===== src/rtl/id_operand_stage.sv =====
// id_operand_stage: decode-side operand stage between the decoder and EX.
// Picks each source operand from a prioritised forwarding network, the
// register file or the immediate. It detects load-use hazards, resolves
// ID-stage branches and owns the ID/EX pipeline register.
// Optional build macro ID_STAT_EN adds saturating stall/bubble counters.

// Per-port operand mux: the lowest-index matching forward source wins.
module id_operand_sel #(
    parameter int DATA_W  = 16,
    parameter int REG_AW  = 4,
    parameter int NUM_FWD = 2
) (
    input  logic                      re,
    input  logic [REG_AW-1:0]         raddr,
    input  logic [DATA_W-1:0]         rf_data,
    input  logic [DATA_W-1:0]         imm,
    input  logic [NUM_FWD-1:0]        fwd_we,
    input  logic [NUM_FWD*REG_AW-1:0] fwd_waddr,
    input  logic [NUM_FWD*DATA_W-1:0] fwd_wdata,
    output logic [DATA_W-1:0]         op,
    output logic                      youngest_hit
);
    // Walk oldest to youngest so the youngest match overrides; imm beats all.
    always_comb begin
        op = rf_data;
        for (int k = NUM_FWD - 1; k >= 0; k--) begin
            if (fwd_we[k] && fwd_waddr[k*REG_AW +: REG_AW] == raddr)
                op = fwd_wdata[k*DATA_W +: DATA_W];
        end
        if (!re)
            op = imm;
    end

    // Match against the EX-stage source only; this feeds load-use detection.
    assign youngest_hit = re && fwd_we[0] && (fwd_waddr[REG_AW-1:0] == raddr);
endmodule

module id_operand_stage #(
    parameter int DATA_W   = 16,
    parameter int REG_AW   = 4,
    parameter int NUM_FWD  = 2,
    parameter int ALUOP_W  = 8,
    parameter int ALUSEL_W = 3
) (
    input  logic                      clk,
    input  logic                      rst,
    input  logic                      in_valid_i,
    input  logic [1:0]                re_i,
    input  logic [2*REG_AW-1:0]       raddr_i,
    input  logic [2*DATA_W-1:0]       rf_data_i,
    input  logic [DATA_W-1:0]         imm_i,
    input  logic                      we_i,
    input  logic [REG_AW-1:0]         waddr_i,
    input  logic [ALUOP_W-1:0]        aluop_i,
    input  logic [ALUSEL_W-1:0]       alusel_i,
    input  logic                      branch_i,
    input  logic [1:0]                bcond_i,
    input  logic [DATA_W-1:0]         btarget_i,
    input  logic [NUM_FWD-1:0]        fwd_we_i,
    input  logic [NUM_FWD*REG_AW-1:0] fwd_waddr_i,
    input  logic [NUM_FWD*DATA_W-1:0] fwd_wdata_i,
    input  logic                      ex_load_i,
    input  logic                      stall_i,
    input  logic                      flush_i,
    output logic                      stall_req_o,
    output logic                      branch_flag_o,
    output logic [DATA_W-1:0]         branch_addr_o,
    output logic                      ex_valid_o,
    output logic [DATA_W-1:0]         ex_op0_o,
    output logic [DATA_W-1:0]         ex_op1_o,
    output logic                      ex_we_o,
    output logic [REG_AW-1:0]         ex_waddr_o,
    output logic [ALUOP_W-1:0]        ex_aluop_o,
    output logic [ALUSEL_W-1:0]       ex_alusel_o
`ifdef ID_STAT_EN
    ,
    output logic [15:0]               stall_cnt_o,
    output logic [15:0]               bubble_cnt_o
`endif
);
    typedef struct packed {
        logic                valid;
        logic [DATA_W-1:0]   op0;
        logic [DATA_W-1:0]   op1;
        logic                we;
        logic [REG_AW-1:0]   waddr;
        logic [ALUOP_W-1:0]  aluop;
        logic [ALUSEL_W-1:0] alusel;
    } ex_t;

    logic [1:0][DATA_W-1:0] op;
    logic [1:0]             hit0;
    logic                   hz;
    logic                   cond;
    logic                   bubble_load;
    ex_t                    ex_q;

    genvar p;
    generate
        for (p = 0; p < 2; p++) begin : g_port
            id_operand_sel #(
                .DATA_W (DATA_W),
                .REG_AW (REG_AW),
                .NUM_FWD(NUM_FWD)
            ) u_sel (
                .re          (re_i[p]),
                .raddr       (raddr_i[p*REG_AW +: REG_AW]),
                .rf_data     (rf_data_i[p*DATA_W +: DATA_W]),
                .imm         (imm_i),
                .fwd_we      (fwd_we_i),
                .fwd_waddr   (fwd_waddr_i),
                .fwd_wdata   (fwd_wdata_i),
                .op          (op[p]),
                .youngest_hit(hit0[p])
            );
        end
    endgenerate

    // A load in EX cannot forward its data yet: any enabled port hitting it stalls.
    assign hz          = in_valid_i && ex_load_i && (|hit0);
    assign stall_req_o = hz && !flush_i;

    // Branch condition evaluated on the forwarded operand 0.
    always_comb begin
        case (bcond_i)
            2'b00:   cond = 1'b1;
            2'b01:   cond = (op[0] == '0);
            2'b10:   cond = (op[0] != '0);
            default: cond = 1'b0;
        endcase
    end

    assign branch_flag_o = in_valid_i && branch_i && !hz && cond;
    assign branch_addr_o = btarget_i;

    // Edges on which a NOP is written into ID/EX (reset edges excluded).
    assign bubble_load = flush_i || (!stall_i && (hz || !in_valid_i));

    // ID/EX register: reset > flush > stall hold > bubble > load.
    always_ff @(posedge clk) begin
        if (!rst)
            ex_q <= '0;
        else if (flush_i)
            ex_q <= '0;
        else if (stall_i)
            ex_q <= ex_q;
        else if (hz || !in_valid_i)
            ex_q <= '0;
        else
            ex_q <= '{valid: 1'b1, op0: op[0], op1: op[1], we: we_i,
                      waddr: waddr_i, aluop: aluop_i, alusel: alusel_i};
    end

    assign ex_valid_o  = ex_q.valid;
    assign ex_op0_o    = ex_q.op0;
    assign ex_op1_o    = ex_q.op1;
    assign ex_we_o     = ex_q.we;
    assign ex_waddr_o  = ex_q.waddr;
    assign ex_aluop_o  = ex_q.aluop;
    assign ex_alusel_o = ex_q.alusel;

`ifdef ID_STAT_EN
    // Saturating event counters for stall requests and inserted bubbles.
    always_ff @(posedge clk) begin
        if (!rst) begin
            stall_cnt_o  <= '0;
            bubble_cnt_o <= '0;
        end else begin
            if (stall_req_o && stall_cnt_o != 16'hFFFF)
                stall_cnt_o <= stall_cnt_o + 16'd1;
            if (bubble_load && bubble_cnt_o != 16'hFFFF)
                bubble_cnt_o <= bubble_cnt_o + 16'd1;
        end
    end
`endif
endmodule


===== config.mk =====
export PLATFORM = sky130hd
export DESIGN_NAME = id_operand_stage
export DESIGN_NICKNAME = d
export VERILOG_FILES = /design/src/rtl/id_operand_stage.sv
export SDC_FILE = /design/constraint.sdc
export NUM_CORES = 1
export LEC_CHECK = 0
export CAP_MARGIN = 20
export CORE_UTILIZATION = 39
export DETAILED_ROUTE_END_ITERATION = 8
export MAX_ROUTING_LAYER = met4
export PLACE_DENSITY = 0.87
export SETUP_SLACK_MARGIN = 0.05
export SYNTH_ARGS = -nofsm -noshare
export SYNTH_HDL_FRONTEND = slang
export SYNTH_SLANG_ARGS = --single-unit

===== constraint.sdc =====
create_clock -name clk -period 9.7 [get_ports clk]
set_input_delay 2.425 -clock clk [delete_from_list [all_inputs] [get_ports clk]]
set_output_delay 2.425 -clock clk [all_outputs]
set_load 0.05 [all_outputs]

==> reports/metrics.yaml <==
timing:
  min_period_ns: 8.56
  finalClockSkew_ns: 0
  maxSlewViolCount: 0
  finalHoldViolations: 0
  maxClockFrequency_ghz: 0.117
  rsz0062_at_grt: "false"
  timing.max_slew.rel_slack_pct: 29.1
  setup-violations-final: 0
  tightest_slew_ns: 1.06
  post-route-period-util_pct: 88.2
  setup_tns_ns: 0
power:
  powerDensity_nw_per_um2: 101
  totalPowerFinal_mw: 0.489
  power.static_leakage_nw: 1.59
  ir_drop_v: 0.0000935
synthesis:
  number_of_register_bits_inferred_by_synthesis: 49
  synth_top_cell_area_share_pct: 32.0
  synth_area_per_cell_um2: 8.11
  synth-seq-area-share_pct: 32.0
  synthesis.area_um2: 3070
  number_of_nets_produced_by_synthesis: 519
  yosysUniqueCellTypes: 28
  yosysWarningCount: 0
  yosysTopAreaCell: "sky130_fd_sc_hd__dfxtp_1"
  synth_cells: 378
  yosys-top-cells-area: "sky130_fd_sc_hd__dfxtp_1 (32%), sky130_fd_sc_hd__mux2_2 (11%), sky130_fd_sc_hd__nand2_1 (8.4%), sky130_fd_sc_hd__a21oi_1 (8.2%), sky130_fd_sc_hd__mux2i_1 (5.5%)"
floorplanning:
  top_level_ports: 208
  die_width_um: 90.7
  floorplan.initialDensity_pct: 41.4
  die_area_um2: 8220
  chipHeight_um: 90.7
  floorplan.rows: 31
  core_area_um2: 7410
placed_design:
  detailed_place_hpwl_um: 8350
  routabilityCongestion: 0.977
  placedCellCount: 613
  port-buffer-count: 175
setup_path:
  setup.worst_path.end_class: "primary output"
  timing.critical_path.fanout_max: 16
  timing_worst_setup_path_type: "in2out"
  timing.critical_path.arrival_ns: 6.14
  worstPathRequired_ns: 7.28
  timing.critical_path.from_type: "primary input"
clocking:
  cts_setup_buffers: 0
  cts_max_level: 2
  cts.clk_slew.worst_paths_ns: 0.09
  cts_buffers: 5
  clock_sinks: 49
  clk_root_buffer_cell: "sky130_fd_sc_hd__clkbuf_8"
  cts.repair.resized: 0
  worst_skew_pair.late_latency_ns: 0.30
  postCtsHoldBufs: 0
  ctsLongestPathBuffers: 2
  cts_tree: "built"
status:
  violations: "DRC"
  status: "finished with violations"
cells_and_area:
  most-common-layout-cells: "sky130_fd_sc_hd__clkdlybuf4s50_1 (174), sky130_fd_sc_hd__nand2_1 (69), sky130_fd_sc_hd__a21oi_1 (50)"
  most_common_cell_after_layout_fill_and_taps_aside: "sky130_fd_sc_hd__clkdlybuf4s50_1"
  diodes: 0
  layout-drive-gt1-share_pct: 10.1
  fin_nets: 663
  layout.cells.non_filler: 622
  layout-area-overhead-vs-synth_pct: 58.3
drt:
  route.final.wire_length_um: 10900
  drtIter0Drc: 249
  detail-route-antenna-nets: 0
  drt-vias-per-instance: 5.45
  count_of_unresolved_drc_violations_after_routing: 2
  via_count: 3390
  detailedRoute.firstPassIterationCount: 9
  wl_per_cell_um: 17.5
global_route:
  grt_max_degree: 83
  groute.usage.overall_pct: 27.0
  grt_pass1_vias: 3313
  grt-ovfl-total: 0
  grt_pass1_wl_um: 17100
  antenna_violations_before_repair: 0
flow_run:
  cap_violations: 0
min_path:
  worstHoldPathType: "reg2reg"
-- path summary, 6_finish.rpt --
path / from / endpoint / slack [ns] / cells past startpoint
setup / recovery: raddr_i[1] / branch_flag_o / 1.14 / 10
hold / removal: ex_alusel_o[1]$_SDFFE_PP0N_ / ex_alusel_o[1]$_SDFFE_PP0N_ / 0.46 / 2
setup reg to reg: ex_op0_o[8]$_SDFFE_PP0N_ / ex_op0_o[8]$_SDFFE_PP0N_ / 9.01 / 2
hold reg to reg: ex_alusel_o[1]$_SDFFE_PP0N_ / ex_alusel_o[1]$_SDFFE_PP0N_ / 0.46 / 2
-- cells by family (layout without fill, tap and decap cells) --
family / after synthesis / in the layout / share of synthesized area, %
AO/OA/AOI/OAI: 85 / 85 / 16.7
XOR/XNOR: 16 / 16 / 4.57
buffers and inverters: 46 / 191 / 8.28
flip-flops: 49 / 49 / 32.0
multiplexers: 49 / 49 / 17.5
AND/OR/NAND/NOR: 133 / 133 / 20.9
-- report_power, final --
group	total [mW]	leakage [nW]	internal, mW	switching (mW)
clock	0.127	0.0423	0.0526	0.0746
sequential	0.208	0.397	0.205	0.00239
combinational	0.154	1.15	0.0815	0.0729
total	0.489	1.59	0.339	0.150
-- routing by layer --
layer	vias to the layer above	share of wire (%)	global-route usage [%]
met5	-	0	-
met4	0	2.7	8.60
met3	28	9.7	5.13
met2	192	48	45.0
met1	1544	40	32.7
li1	1626	-	-
-- synth_stat cells, drive strengths merged --
cell type	number
a21o	2
a21oi	50
a222oi	16
buf	20
clkbuf	24
clkinv	1
dfxtp	49
inv	1
mux2	32
mux2i	17
nand2	69
nand2b	1
nand3	1
nand3b	18
nand4	4
nor2	18
nor3	18
nor4	4
o21a	1
o21ai	16
xnor2	7
xor2	9
-- per-stage QoR --
| stage | setup slack [ns] | cell area (µm²) | hold slack (ns) | util, % |
|---|---|---|---|---|
| floorplan | 2.03 | 3070 | 0.671 | - |
| global placement | 1.26 | 4750 | 0.445 | 64.1 |
| detailed placement | 1.14 | 4750 | 0.451 | 64.1 |
| CTS | 1.12 | 4850 | 0.467 | 65.4 |
| global route | 0.912 | 4850 | 0.484 | 65.5 |
| finish | 1.14 | 4850 | 0.463 | 65.5 |
-- sequential cells by signal (all words and copies together) (netlist names) --
| name | count |
|---|---|
| ex_waddr_o | 4 |
| ex_we_o | 1 |
| ex_valid_o | 1 |
| ex_op1_o | 16 |
| ex_aluop_o | 8 |
| ex_op0_o | 16 |
| ex_alusel_o | 3 |
-- worst max-delay path, cell delays in order --
cell and delay, ns:
sky130_fd_sc_hd__clkdlybuf4s50_1 0.47, sky130_fd_sc_hd__xor2_1 0.21, sky130_fd_sc_hd__nor4_4 0.28, sky130_fd_sc_hd__buf_4 0.29, sky130_fd_sc_hd__mux2_2 0.36, sky130_fd_sc_hd__a222oi_1 0.42
sky130_fd_sc_hd__nand4_1 0.20, sky130_fd_sc_hd__nor4_2 0.41, sky130_fd_sc_hd__mux2i_1 0.22, sky130_fd_sc_hd__clkdlybuf4s50_1 0.83
-- final cells by class --
cell class / instances / area [µm²]
clock inverter: 3 / 26.3
clock buffer: 5 / 68.8
tap: 99 / 124
multi-input combinational: 283 / 1850
inverter: 2 / 7.51
timing repair buffer: 181 / 1790
fill: 627 / 2550
sequential: 49 / 981
No activity file was read; power rests on OpenSTA's default activity.
